$ cat config.mk
export PLATFORM = sky130hd
export DESIGN_NAME = sd_bit_timer
export DESIGN_NICKNAME = d
export VERILOG_FILES = /design/src/rtl/sd_bit_timer.sv
export SDC_FILE = /design/constraint.sdc
export NUM_CORES = 1
export LEC_CHECK = 0
export CORE_MARGIN = 5
export CORE_UTILIZATION = 40
export CTS_CLUSTER_DIAMETER = 50
export CTS_CLUSTER_SIZE = 25
export DETAILED_ROUTE_END_ITERATION = 8
export DONT_BUFFER_PORTS = 1
export HOLD_SLACK_MARGIN = 0.12
export PLACE_DENSITY_LB_ADDON = 0.3
export SLEW_MARGIN = 20
export SYNTH_ARGS = -nofsm -noshare
export SYNTH_HDL_FRONTEND = slang
export SYNTH_SLANG_ARGS = --single-unit
$ cat constraint.sdc
create_clock -name clk -period 5.29 [get_ports clk]
set_clock_uncertainty 0.15 [all_clocks]
set_input_delay 0.2645 -clock clk [delete_from_list [all_inputs] [get_ports clk]]
set_output_delay 0.2645 -clock clk [all_outputs]
set_load 0.05 [all_outputs]
$ cat src/rtl/sd_bit_timer.sv
// ---------------------------------------------------------------------------
// sd_bit_timer
//
// Purpose:
//   Generates an SD card clock (sd_clk) by dividing the system clock, and
//   produces single-cycle strobes marking the sample point (sd_clk rising)
//   and the drive point (sd_clk falling) of each serial bit. A bit counter
//   tracks progress through a word and flags the sample that completes it.
//
// Parameters:
//   DIV_W        width of the half-period divider and of div_val
//   CNT_W        width of the bit counter, word_len and bit_cnt
//
// Ports:
//   clk          system clock, all state changes on its rising edge
//   n_rst        asynchronous active-low reset
//   clear        synchronous restart of counters and sd_clk (beats enable)
//   enable       high = timer advances, low = everything frozen
//   div_val      sd_clk half-period in clk cycles (0 behaves as 1)
//   word_len     bits per word (0 behaves as 1)
//   sd_clk       generated SD clock, registered, idles high
//   shift_enable one-cycle pulse in the first cycle sd_clk reads 1
//   drive_enable one-cycle pulse in the first cycle sd_clk reads 0
//   word_done    pulses together with the shift_enable that ends a word
//   bit_cnt      bits sampled so far in the current word
//   busy         high while the generator may toggle sd_clk
//
// Build option:
//   SD_BIT_TIMER_AUTOSTOP_EN  when defined, the timer stops itself after
//   one word (busy drops with word_done, sd_clk parks high) until clear.
//   When undefined, busy stays high and the timer free-runs.
// ---------------------------------------------------------------------------
module sd_bit_timer #(
    parameter int DIV_W = 8,
    parameter int CNT_W = 4
) (
    input  logic             clk,
    input  logic             n_rst,
    input  logic             clear,
    input  logic             enable,
    input  logic [DIV_W-1:0] div_val,
    input  logic [CNT_W-1:0] word_len,
    output logic             sd_clk,
    output logic             shift_enable,
    output logic             drive_enable,
    output logic             word_done,
    output logic [CNT_W-1:0] bit_cnt,
    output logic             busy
);

    // Internal divider state and terminal values.
    logic [DIV_W-1:0] div_cnt;
    logic [DIV_W-1:0] half_last;
    logic [CNT_W-1:0] bit_last;
    logic             half_done;
    logic             word_end;
    logic             run;

    // Next-state signals.
    logic [DIV_W-1:0] div_cnt_nxt;
    logic [CNT_W-1:0] bit_cnt_nxt;
    logic             sd_clk_nxt;
    logic             shift_nxt;
    logic             drive_nxt;
    logic             word_done_nxt;
    logic             busy_nxt;

    // Terminal counts are H-1 and L-1; a zero setting is treated as one,
    // which makes the terminal count zero (toggle / wrap every time).
    always_comb begin
        half_last = '0;
        bit_last  = '0;
        if (div_val != '0) begin
            half_last = div_val - DIV_W'(1);
        end
        if (word_len != '0) begin
            bit_last = word_len - CNT_W'(1);
        end
    end

    // Using >= rather than == means a setting lowered below the current
    // count still terminates at the next compare instead of wrapping the
    // counter all the way round.
    assign half_done = (div_cnt >= half_last);
    assign word_end  = (bit_cnt >= bit_last);
    assign run       = enable & busy;

    // Next-state computation. Pulses default low so they only ever last one
    // cycle; counters and sd_clk default to holding, which gives the freeze
    // behaviour when enable is low or the timer has stopped itself.
    always_comb begin
        div_cnt_nxt   = div_cnt;
        bit_cnt_nxt   = bit_cnt;
        sd_clk_nxt    = sd_clk;
        busy_nxt      = busy;
        shift_nxt     = 1'b0;
        drive_nxt     = 1'b0;
        word_done_nxt = 1'b0;

        if (clear) begin
            div_cnt_nxt = '0;
            bit_cnt_nxt = '0;
            sd_clk_nxt  = 1'b1;
            busy_nxt    = 1'b1;
        end else if (run) begin
            if (half_done) begin
                div_cnt_nxt = '0;
                sd_clk_nxt  = ~sd_clk;
                if (sd_clk) begin
                    // High to low: drive point.
                    drive_nxt = 1'b1;
                end else begin
                    // Low to high: sample point, one more bit of the word.
                    shift_nxt = 1'b1;
                    if (word_end) begin
                        bit_cnt_nxt   = '0;
                        word_done_nxt = 1'b1;
`ifdef SD_BIT_TIMER_AUTOSTOP_EN
                        // Park with sd_clk high (it is rising on this edge)
                        // and the divider at zero until the next clear.
                        busy_nxt = 1'b0;
`endif
                    end else begin
                        bit_cnt_nxt = bit_cnt + CNT_W'(1);
                    end
                end
            end else begin
                div_cnt_nxt = div_cnt + DIV_W'(1);
            end
        end
    end

    // State and output registers. Every output comes straight from a flop,
    // so there is no combinational path from any input to any output.
    // Reset idles the SD clock high so that the first toggle is a fall.
    always_ff @(posedge clk or negedge n_rst) begin
        if (!n_rst) begin
            div_cnt      <= '0;
            bit_cnt      <= '0;
            sd_clk       <= 1'b1;
            busy         <= 1'b1;
            shift_enable <= 1'b0;
            drive_enable <= 1'b0;
            word_done    <= 1'b0;
        end else begin
            div_cnt      <= div_cnt_nxt;
            bit_cnt      <= bit_cnt_nxt;
            sd_clk       <= sd_clk_nxt;
            busy         <= busy_nxt;
            shift_enable <= shift_nxt;
            drive_enable <= drive_nxt;
            word_done    <= word_done_nxt;
        end
    end

endmodule
# Yosys cells after proc, flatten, opt, wreduce, memory -nomap -nowiden
# Index checks and enable logic that the tools add are counted.
dict set report totals {
  register_bits 16
  in_bits 16
  output_inout_bits 9
  word_cells 46
}
dict set report op_classes {
  n_addsub 4
  order_cmp 2
  n_eq_ne 1
  mux 26
  bitwise 1
  reduce_logical 6
}
# cell n
set ops {}
lappend ops {{2-to-1 mux 8 bit} 4}
lappend ops {{2-to-1 mux 4 bit} 6}
lappend ops {{2-to-1 mux 1 bit} 16}
lappend ops {{adder 8 x 1 -> 8 bit, second input constant} 1}
lappend ops {{>= comparator 8 bit} 1}
lappend ops {{nonzero test 8 bit} 1}
lappend ops {{subtractor 8 x 1 -> 8 bit, second input constant} 1}
lappend ops {{adder 4 x 1 -> 4 bit, second input constant} 1}
lappend ops {{>= comparator 4 bit} 1}
lappend ops {{nonzero test 2 bit} 2}
lappend ops {{nonzero test 4 bit} 1}
lappend ops {{subtractor 4 x 1 -> 4 bit, second input constant} 1}
lappend ops {{AND reduction 3 bit} 1}
lappend ops {{!= test 2 bit, second input constant} 1}
lappend ops {{AND reduction 2 bit} 1}
lappend ops {{NOT 1 bit} 1}

# Logic depth before layout (Yosys ltp)
# Gate-level depths: netlist of run 1.
dict set report logic_depth {
  word_depth 8
  ltp_mapped 14
  mapped_depth_nobuf 14
}

# Worst setup path before layout of run 1
# No wires, ideal clock.
dict set report synth_path {
  kind {input-to-reg}
  start {input div_val[0]}
  end {register sd_clk}
  setup_time_ns 0.082
  arrival_ns 2.592
  t_required_ns 5.058
  path_slack_ns 2.466
  stages 14
  n_path_buf 0
  path_cell_list {inv_1 ha_1 nand2_1 or2_2 nor2_1 nand2_1 mux2_2 ha_1 a21oi_1 o21ai_1 or3_4 nor2_4 nor2_2 mux2_4}
}
dict set report synth_between {
  elab_chain_len 5
  word_cells_on_any_way 6
  classes_between {add/sub (1); order compare (1); mux (1); reduce/logical (3)}
}
# item line_no
set synth_rtl {}
lappend synth_rtl {{from (decl)} 41} ;# input logic [DIV_W-1:0] div_val,
lappend synth_rtl {{subtractor 8 x 1 -> 8 bit or nonzero test 8 bit (tied branches)} {74, 73}}
lappend synth_rtl {{2-to-1 mux 8 bit *} 73} ;# if (div_val != '0) begin
lappend synth_rtl {{>= comparator 8 bit *} 84} ;# assign half_done = (div_cnt >= half_last);
lappend synth_rtl {{nonzero test 2 bit (no source line) *} n/a}
lappend synth_rtl {{AND reduction 2 bit (no source line) *} n/a}
lappend synth_rtl {{to (signal assigned)} 148} ;# sd_clk <= sd_clk_nxt;
lappend synth_rtl {{to (decl)} 43} ;# output logic sd_clk,
# Mark *: on every way between the ends. The rest lies on a longest branch, timed or not.
# A chain may end at the register's enable or synchronous reset.

# Final worst setup path of run 1
dict set report layout_path {
  start {input div_val[0]}
  end {register shift_enable}
}
dict set report layout_between {
  elab_chain_len 6
  word_cells_on_any_way 7
  classes_between {add/sub (1); order compare (1); mux (4); reduce/logical (1)}
}
# item line_no
set layout_rtl {}
lappend layout_rtl {{subtractor 8 x 1 -> 8 bit or nonzero test 8 bit (tied branches)} {74, 73}}
lappend layout_rtl {{2-to-1 mux 8 bit *} 73}
lappend layout_rtl {{>= comparator 8 bit *} 84}
lappend layout_rtl {{2-to-1 mux 1 bit *} 106} ;# if (half_done) begin
lappend layout_rtl {{2-to-1 mux 1 bit *} 105} ;# end else if (run) begin
lappend layout_rtl {{2-to-1 mux 1 bit *} 100} ;# if (clear) begin
lappend layout_rtl {{named net shift_nxt} 63} ;# logic shift_nxt;
lappend layout_rtl {{to (signal assigned)} 150} ;# shift_enable <= shift_nxt;
lappend layout_rtl {{to (decl)} 44} ;# output logic shift_enable,
# Mark *: on every way through the listed nets, which the timed path passes. The rest lies on a longest branch.

==> flow_summary.json, run 1 <==
{
  "yosysWarningCount": 0,
  "rsz0062_at_grt": "false",
  "setup_viol": 0,
  "final.min_clock_period_ps": 2980,
  "final_cell_area_mm2": 0.00138,
  "grt_antenna_before_repair": 0,
  "postPlaceCellArea_mm2": 0.00130,
  "hold_viol_final": 0,
  "synth_seq_cells": 16,
  "slew_headroom_pct": 51.8,
  "cts_buffers": 3,
  "crit_chain": "inv_1, ha_1, nand2_1, or2_2, nand2b_1, and2_1, ha_1, and3_1, o21ai_1, a31oi_2, o31ai_2, nor3_2, dlygate4sd3_1",
  "worstMarginPinSlew_ps": 720,
  "min_path_type": "in -> reg",
  "firstDrtPassIters": 5,
  "start_util_pct": 41.3,
  "grt_remaining_overflow": 0,
  "cts.reportedPaths.clkPinSlew_ps": 100,
  "drive_gt1_share_pct": 12.6,
  "fp.dieW_um": 65.9,
  "status": "finished clean",
  "worstPathBufferInverterCount": 2,
  "drv_cap": 0,
  "cts_sinks": 16,
  "gp_congestion": 0.811,
  "ir_worst_vdd_v": 0.0000867,
  "io_pins": 25,
  "grt_pass1_wl_mm": 4.03,
  "cts_tree": "yes",
  "grt_pass1_vias": 986,
  "grt_max_degree": 17,
  "power_leakage_nw": 0.624,
  "netlist_area_mm2": 0.00125,
  "crit_top_cell": "ha_1",
  "die-area_mm2": 0.00435,
  "clk_latency_ps": 280,
  "synthToLayoutAreaGrowth_pct": 9.90,
  "startpoint_type": "input port",
  "met1_length_mm": 1.06,
  "p_per_area_mw_per_mm2": 269,
  "yosysSeqAreaShare_pct": 32.1,
  "critical_path.slowest_cell": "dlygate4sd3_1",
  "slew_viol_final": 0,
  "vias_per_cell": 5.19,
  "synth.distinct_cells": 40,
  "wire_per_inst_um": 12.1,
  "synthCells": 144,
  "cp_num_cells": 13,
  "fmax_mhz": 336,
  "die_h_um": 65.9,
  "crit_path_end_kind": "flop",
  "drc": 0,
  "drt_iter0_drc": 61,
  "multi_input_area_um2": 812,
  "htree_num_levels": 1,
  "cts_resized": 0,
  "crit_fanout": 5,
  "io_buffers": 0,
  "grt_usage_pct": 11.6,
  "wl_met2_mm": 1.11,
  "critPathTopFamily": "simple AND/OR/NAND/NOR gates",
  "min_period_over_period_pct": 56.3,
  "fin_tns_setup_ps": 0,
  "syn_nets": 175,
  "critPathMaxStageDelay_ps": 560,
  "cts_buffer_depth": 2,
  "pre_cts_slack_ps": 2300,
  "fin_nets": 183,
  "worst_slack_ps": 2310,
  "dp_hpwl_mm": 1.91,
  "clockRootBuffer": "clkbuf_4",
  "critPathArrivalTime_ps": 2990,
  "antenna_left": 0,
  "route.met3.wl_um": 184,
  "crit_required_ps": 5300,
  "core-area_mm2": 0.00303,
  "fp-row-count": 20,
  "seq_area_um2": 402,
  "nFillCells": 284,
  "path_class": "in -> reg",
  "syn_area_per_cell_um2": 8.69,
  "rr_worst_depth": 8,
  "min_path_cells": 3,
  "diodes": 0,
  "vias": 1012,
  "top_layer": "met4",
  "routed_wl_mm": 2.36
}
## layer usage
layer  GRT usage (%)  vias to the layer above
li1                -                      511
met1            14.4                      466
met2            19.4                       33
met3            2.89                        2
met4            3.81                        0
met5               0                        -
## registers in the layout (all words and copies together) (netlist names)
| signal | count |
|---|---|
| word_done | 1 |
| bit_cnt | 4 |
| sd_clk | 1 |
| drive_enable | 1 |
| shift_enable | 1 |
| div_cnt | 8 |
## worst register-to-register path: cells and delay by family (launching register included)
kind | cells | cell delay [ps]
and+or+nand+nor | 3 | 550
buffers and inverters | 1 | 170
AOI/OAI and AO/OA | 3 | 640
DFF | 1 | 690
adders and majority gates | 1 | 310
## metrics by stage
step                      total power, mW  cells  util [%]  hold WS, ps
after floorplan                     0.267    144         -         -181
after global placement              0.285    187      42.9         -181
after detailed placement            0.290    187      42.9         -181
after CTS                           0.373    195      45.4          157
after global routing                0.397    195      45.4          177
final                               0.370    195      45.4          158
## path summary, 6_finish.rpt
check | from | endpoint | slack (ps)
min reg2reg | div_cnt[0] | div_cnt[0] | 410
max | div_val[0] | shift_enable | 2310
min | enable | div_cnt[1] | 160
max reg2reg | bit_cnt[0] | bit_cnt[2] | 2700
min in group asynchronous | n_rst | bit_cnt[0] | 320
max in group asynchronous | n_rst | div_cnt[4] | 4210
## logic make-up (layout without fill, tap and decap cells)
family	after synthesis	in the layout	share of synthesized area [%]
buffers and inverters	9	16	3.00
and+or+nand+nor	69	69	27.7
AOI/OAI and AO/OA	23	23	13.2
DFF	16	16	32.1
xor gates and xnor gates	7	7	4.90
adders and majority gates	15	15	15.0
other	1	1	0.300
muxes	4	4	3.80
## synthesized netlist by cell type, drive strengths merged
cell type,count,area (µm²)
a31oi,1,12.5
nand2,17,63.8
o22ai,1,12.5
or2,2,12.5
o21a,1,7.51
o21ba,1,16.3
dfstp,1,26.3
inv,8,30.0
o211ai,1,7.51
mux2i,1,10.0
o31a,1,10.0
and2,3,18.8
xor2,4,35.0
nand4,3,18.8
nand2b,4,25.0
nand3,10,50.1
nor2b,1,6.26
o21ai,10,50.1
a21oi,4,20.0
a2111oi,1,8.76
nor3,6,35.0
ha,15,188
nor3b,1,7.51
dfrtp,15,375
mux2,3,37.5
xnor2,3,26.3
conb,1,3.75
nor2,18,77.6
and3,1,6.26
o31ai,2,20.0
or2b,1,7.51
buf,1,7.51
or3,2,17.5
## layout by cell type, fill, tap and decap left out, types with 2 or more instances in the layout
cell / instances
and2_1: 3
nand4_1: 3
inv_1: 8
xnor2_1: 3
o21ai_1: 2
dfrtp_1: 15
nand2b_1: 4
ha_1: 15
nand3_1: 10
nor3_1: 5
a21oi_1: 4
xor2_1: 4
dlygate4sd3_1: 4
clkbuf_4: 3
nor2_1: 16
mux2_2: 2
o21ai_0: 8
nand2_1: 17
or2_2: 2
## layout make-up
cell class | count | area share, %
Clock buffer | 4 | 2.64
Inverter | 8 | 2.18
Multi-Input combinational cell | 119 | 59.1
Sequential cell | 16 | 29.2
Tap cell | 44 | 4.00
Timing Repair Buffer | 4 | 2.91
## timing repair
action,CTS,global route
hold endpoints to repair,27,0
buffers inserted,0,0
hold buffers,4,0
## power breakdown
part	internal (mW)	leakage, nW	switching, mW
sequential	0.136	0.215	0.0621
combinational	0.0414	0.389	0.0514
clock	0.0418	0.0210	0.0371
total	0.220	0.624	0.151
Note: power is estimated with default switching activity, not from simulation.
==> run 2, diff against run 1 <==
--- a/config.mk
+++ b/config.mk
@@ -5,6 +5,7 @@
 export SDC_FILE = /design/constraint.sdc
 export NUM_CORES = 1
 export LEC_CHECK = 0
+export ABC_AREA = 1
 export CORE_MARGIN = 5
 export CORE_UTILIZATION = 40
 export CTS_CLUSTER_DIAMETER = 50
==> constraint.sdc (replaced) <==
create_clock -name clk -period 2.6 [get_ports clk]
set_clock_uncertainty 0.15 [all_clocks]
set_input_delay 0.13 -clock clk [delete_from_list [all_inputs] [get_ports clk]]
set_output_delay 0.13 -clock clk [all_outputs]
set_load 0.05 [all_outputs]
==> run 2 against run 1 <==
Against the previous run:
- clock-buffer cell count stayed put
- synthesized area rose by 7.7%
- sequential power rose by 46%
- combinational power up 130%
- critical path type unchanged
==> flow_summary.json, run 2 <==
{
  "grt_remaining_overflow": 0,
  "clockPowerShare_pct": 25.2,
  "cts_tree": "yes",
  "htree_num_levels": 1,
  "most-common-layout-cells": "48 x nand2_1, 35 x nor2_1, 29 x inv_1, 15 x ha_1, 15 x dfrtp_1",
  "status": "finished clean",
  "rsz0062_at_grt": "false",
  "switching_share_pct": 36.8,
  "core-area_mm2": 0.00331,
  "drc": 0,
  "drv_cap": 0,
  "ys_top_cells_by_count": "48 x nand2_1, 35 x nor2_1, 29 x inv_1",
  "critical_path.slowest_cell": "dlygate4sd3_1",
  "crit_top_cell": "inv_1",
  "fp.dieW_um": 68.0,
  "startpoint_type": "input port",
  "top_layer": "met4",
  "path_class": "in -> reg",
  "setup_viol": 0,
  "netlist.area_leader.share_pct": 27.9,
  "synthCells": 195,
  "rr_worst_depth": 7,
  "synth-edff-count": 0,
  "async_flop_share_pct": 100,
  "power.switching_uw": 246,
  "pwr-share-comb_pct": 31.6,
  "io_pins": 25,
  "final.min_clock_period_ps": 2310,
  "worst_slack_ps": 287,
  "fp-row-count": 21,
  "worstMarginPinSlew_ps": 751,
  "drive_gt1_share_pct": 8.78,
  "rrSetupSlack_ps": 420,
  "p_per_area_mw_per_mm2": 445,
  "crit_required_ps": 2690,
  "firstDrtPassIters": 4,
  "whs_ps": 186,
  "netlist_area_mm2": 0.00135,
  "clockRootBuffer": "clkbuf_4",
  "wl_met2_mm": 1.20,
  "final_cell_area_mm2": 0.00150,
  "die_h_um": 68.0,
  "largest_reg_flops": 8,
  "route.met3.wl_um": 166,
  "yosysWarningCount": 0,
  "fin_nets": 237,
  "cts_sinks": 16,
  "fin_cells": 251,
  "synth_most_common_cell": "nand2_1",
  "cts_buffer_depth": 2,
  "critPathMaxStageDelay_ps": 550,
  "regMostFlops": "div_cnt",
  "dp.cells": 243,
  "synth_top_cell_by_area": "dfrtp_1",
  "power_leakage_nw": 0.828,
  "dp_hpwl_mm": 2.14,
  "cts_buffers": 3,
  "vias": 1171,
  "nFillCells": 353,
  "die-area_mm2": 0.00463,
  "fin_tns_setup_ps": 0,
  "grt_max_degree": 17,
  "critPathArrivalTime_ps": 2400,
  "seqPwrFrac_pct": 43.1,
  "min_period_over_period_pct": 88.9,
  "finalPower_uw": 669,
  "routed_wl_mm": 2.67,
  "crit_chain": "inv_1, ha_1, inv_1, nor3_4, nand2_1, nand2_1, inv_1, a21oi_1, ha_1, a21o_1, nor2_1, nand3_2, o21ai_0, dlygate4sd3_1",
  "postPlaceCellArea_mm2": 0.00142,
  "start_util_pct": 40.7,
  "drt_iter0_drc": 42,
  "p_int_uw": 423,
  "antenna_left": 0,
  "synthToLayoutAreaGrowth_pct": 11.5,
  "grt_pass1_wl_mm": 4.46,
  "yosysSeqAreaShare_pct": 29.8,
  "wire_per_inst_um": 10.6,
  "grt_antenna_before_repair": 0,
  "diodes": 0,
  "gp_congestion": 0.819,
  "fmax_mhz": 432,
  "clk_latency_ps": 290,
  "grt_pass1_vias": 1016,
  "slew_viol_final": 0,
  "vias_per_cell": 4.67,
  "reg_top3": "div_cnt (8), bit_cnt (4)",
  "syn_area_per_cell_um2": 6.91,
  "io_buffers": 0,
  "crit_path_end_kind": "flop",
  "pre_cts_slack_ps": 340,
  "hold_viol_final": 0,
  "grt_usage_pct": 12.7,
  "slew_headroom_pct": 49.8,
  "final_common_cell": "nand2_1",
  "ir_worst_vdd_v": 0.000374,
  "min_path_type": "in -> async",
  "netlist_top_cells_area": "dfrtp_1 28%, ha_1 14%, nand2_1 13%",
  "ys.flop_type": "dfrtp_1",
  "synth_seq_cells": 16,
  "synth.distinct_cells": 26,
  "syn_nets": 226,
  "crit_fanout": 6,
  "post-route-util_pct": 45.4,
  "met1_length_mm": 1.28,
  "cts.reportedPaths.clkPinSlew_ps": 100
}
run 2: area by class of cell:
class / count / area [µm²] / area share, %
multi-input cells: 149 / 836 / 55.6
flip-flops and latches: 16 / 402 / 26.7
inverters: 29 / 109 / 7.24
repair buffers: 7 / 62.6 / 4.16
well taps: 46 / 57.6 / 3.83
clock buffers: 4 / 36.3 / 2.41
run 2: power groups by stage:
stage	combinational [mW]	sequential [mW]	clock (mW)
floorplan	0.117	0.334	0
global route	0.247	0.293	0.188
finish	0.212	0.289	0.169
detailed placement	0.202	0.294	0
global placement	0.202	0.294	0
CTS	0.216	0.289	0.176
run 2: metal layers:
metal	up-vias	GRT usage [%]
met4	0	5.21
met2	33	19.0
met3	4	3.12
li1	639	-
met5	-	0
met1	495	17.5
run 2: worst max-delay path: cells and delay by family:
| family | cells | cell delay (ps) |
|---|---|---|
| buffers and inverters | 4 | 710 |
| and+or+nand+nor | 5 | 670 |
| AOI/OAI and AO/OA | 3 | 490 |
| adders and majority gates | 2 | 410 |
run 2: kinds of logic (layout without fill, tap and decap cells):
| kind of cell | Yosys count | in the layout | synth area share, % |
|---|---|---|---|
| and+or+nand+nor | 110 | 110 | 36.8 |
| buffers and inverters | 30 | 40 | 8.63 |
| AOI/OAI and AO/OA | 19 | 19 | 7.98 |
| DFF | 16 | 16 | 29.8 |
| adders and majority gates | 15 | 15 | 13.9 |
| xor gates and xnor gates | 4 | 4 | 2.60 |
| other | 1 | 1 | 0.278 |
run 2: path summary, 6_finish.rpt:
check | from | end
max in group asynchronous | n_rst | div_cnt[3]
min in group clk | word_len[3] | word_done
max reg2reg | div_cnt[5] | div_cnt[1]
min | n_rst | bit_cnt[0]
max | div_val[1] | div_cnt[1]
min reg2reg | div_cnt[7] | div_cnt[7]
run 2: repair_timing:
item	in CTS	in global routing
hold buffers	4	0
setup buffers	0	0
resized for setup	0	1
endpoints found under the setup margin	0	1
hold endpoints to repair	32	0
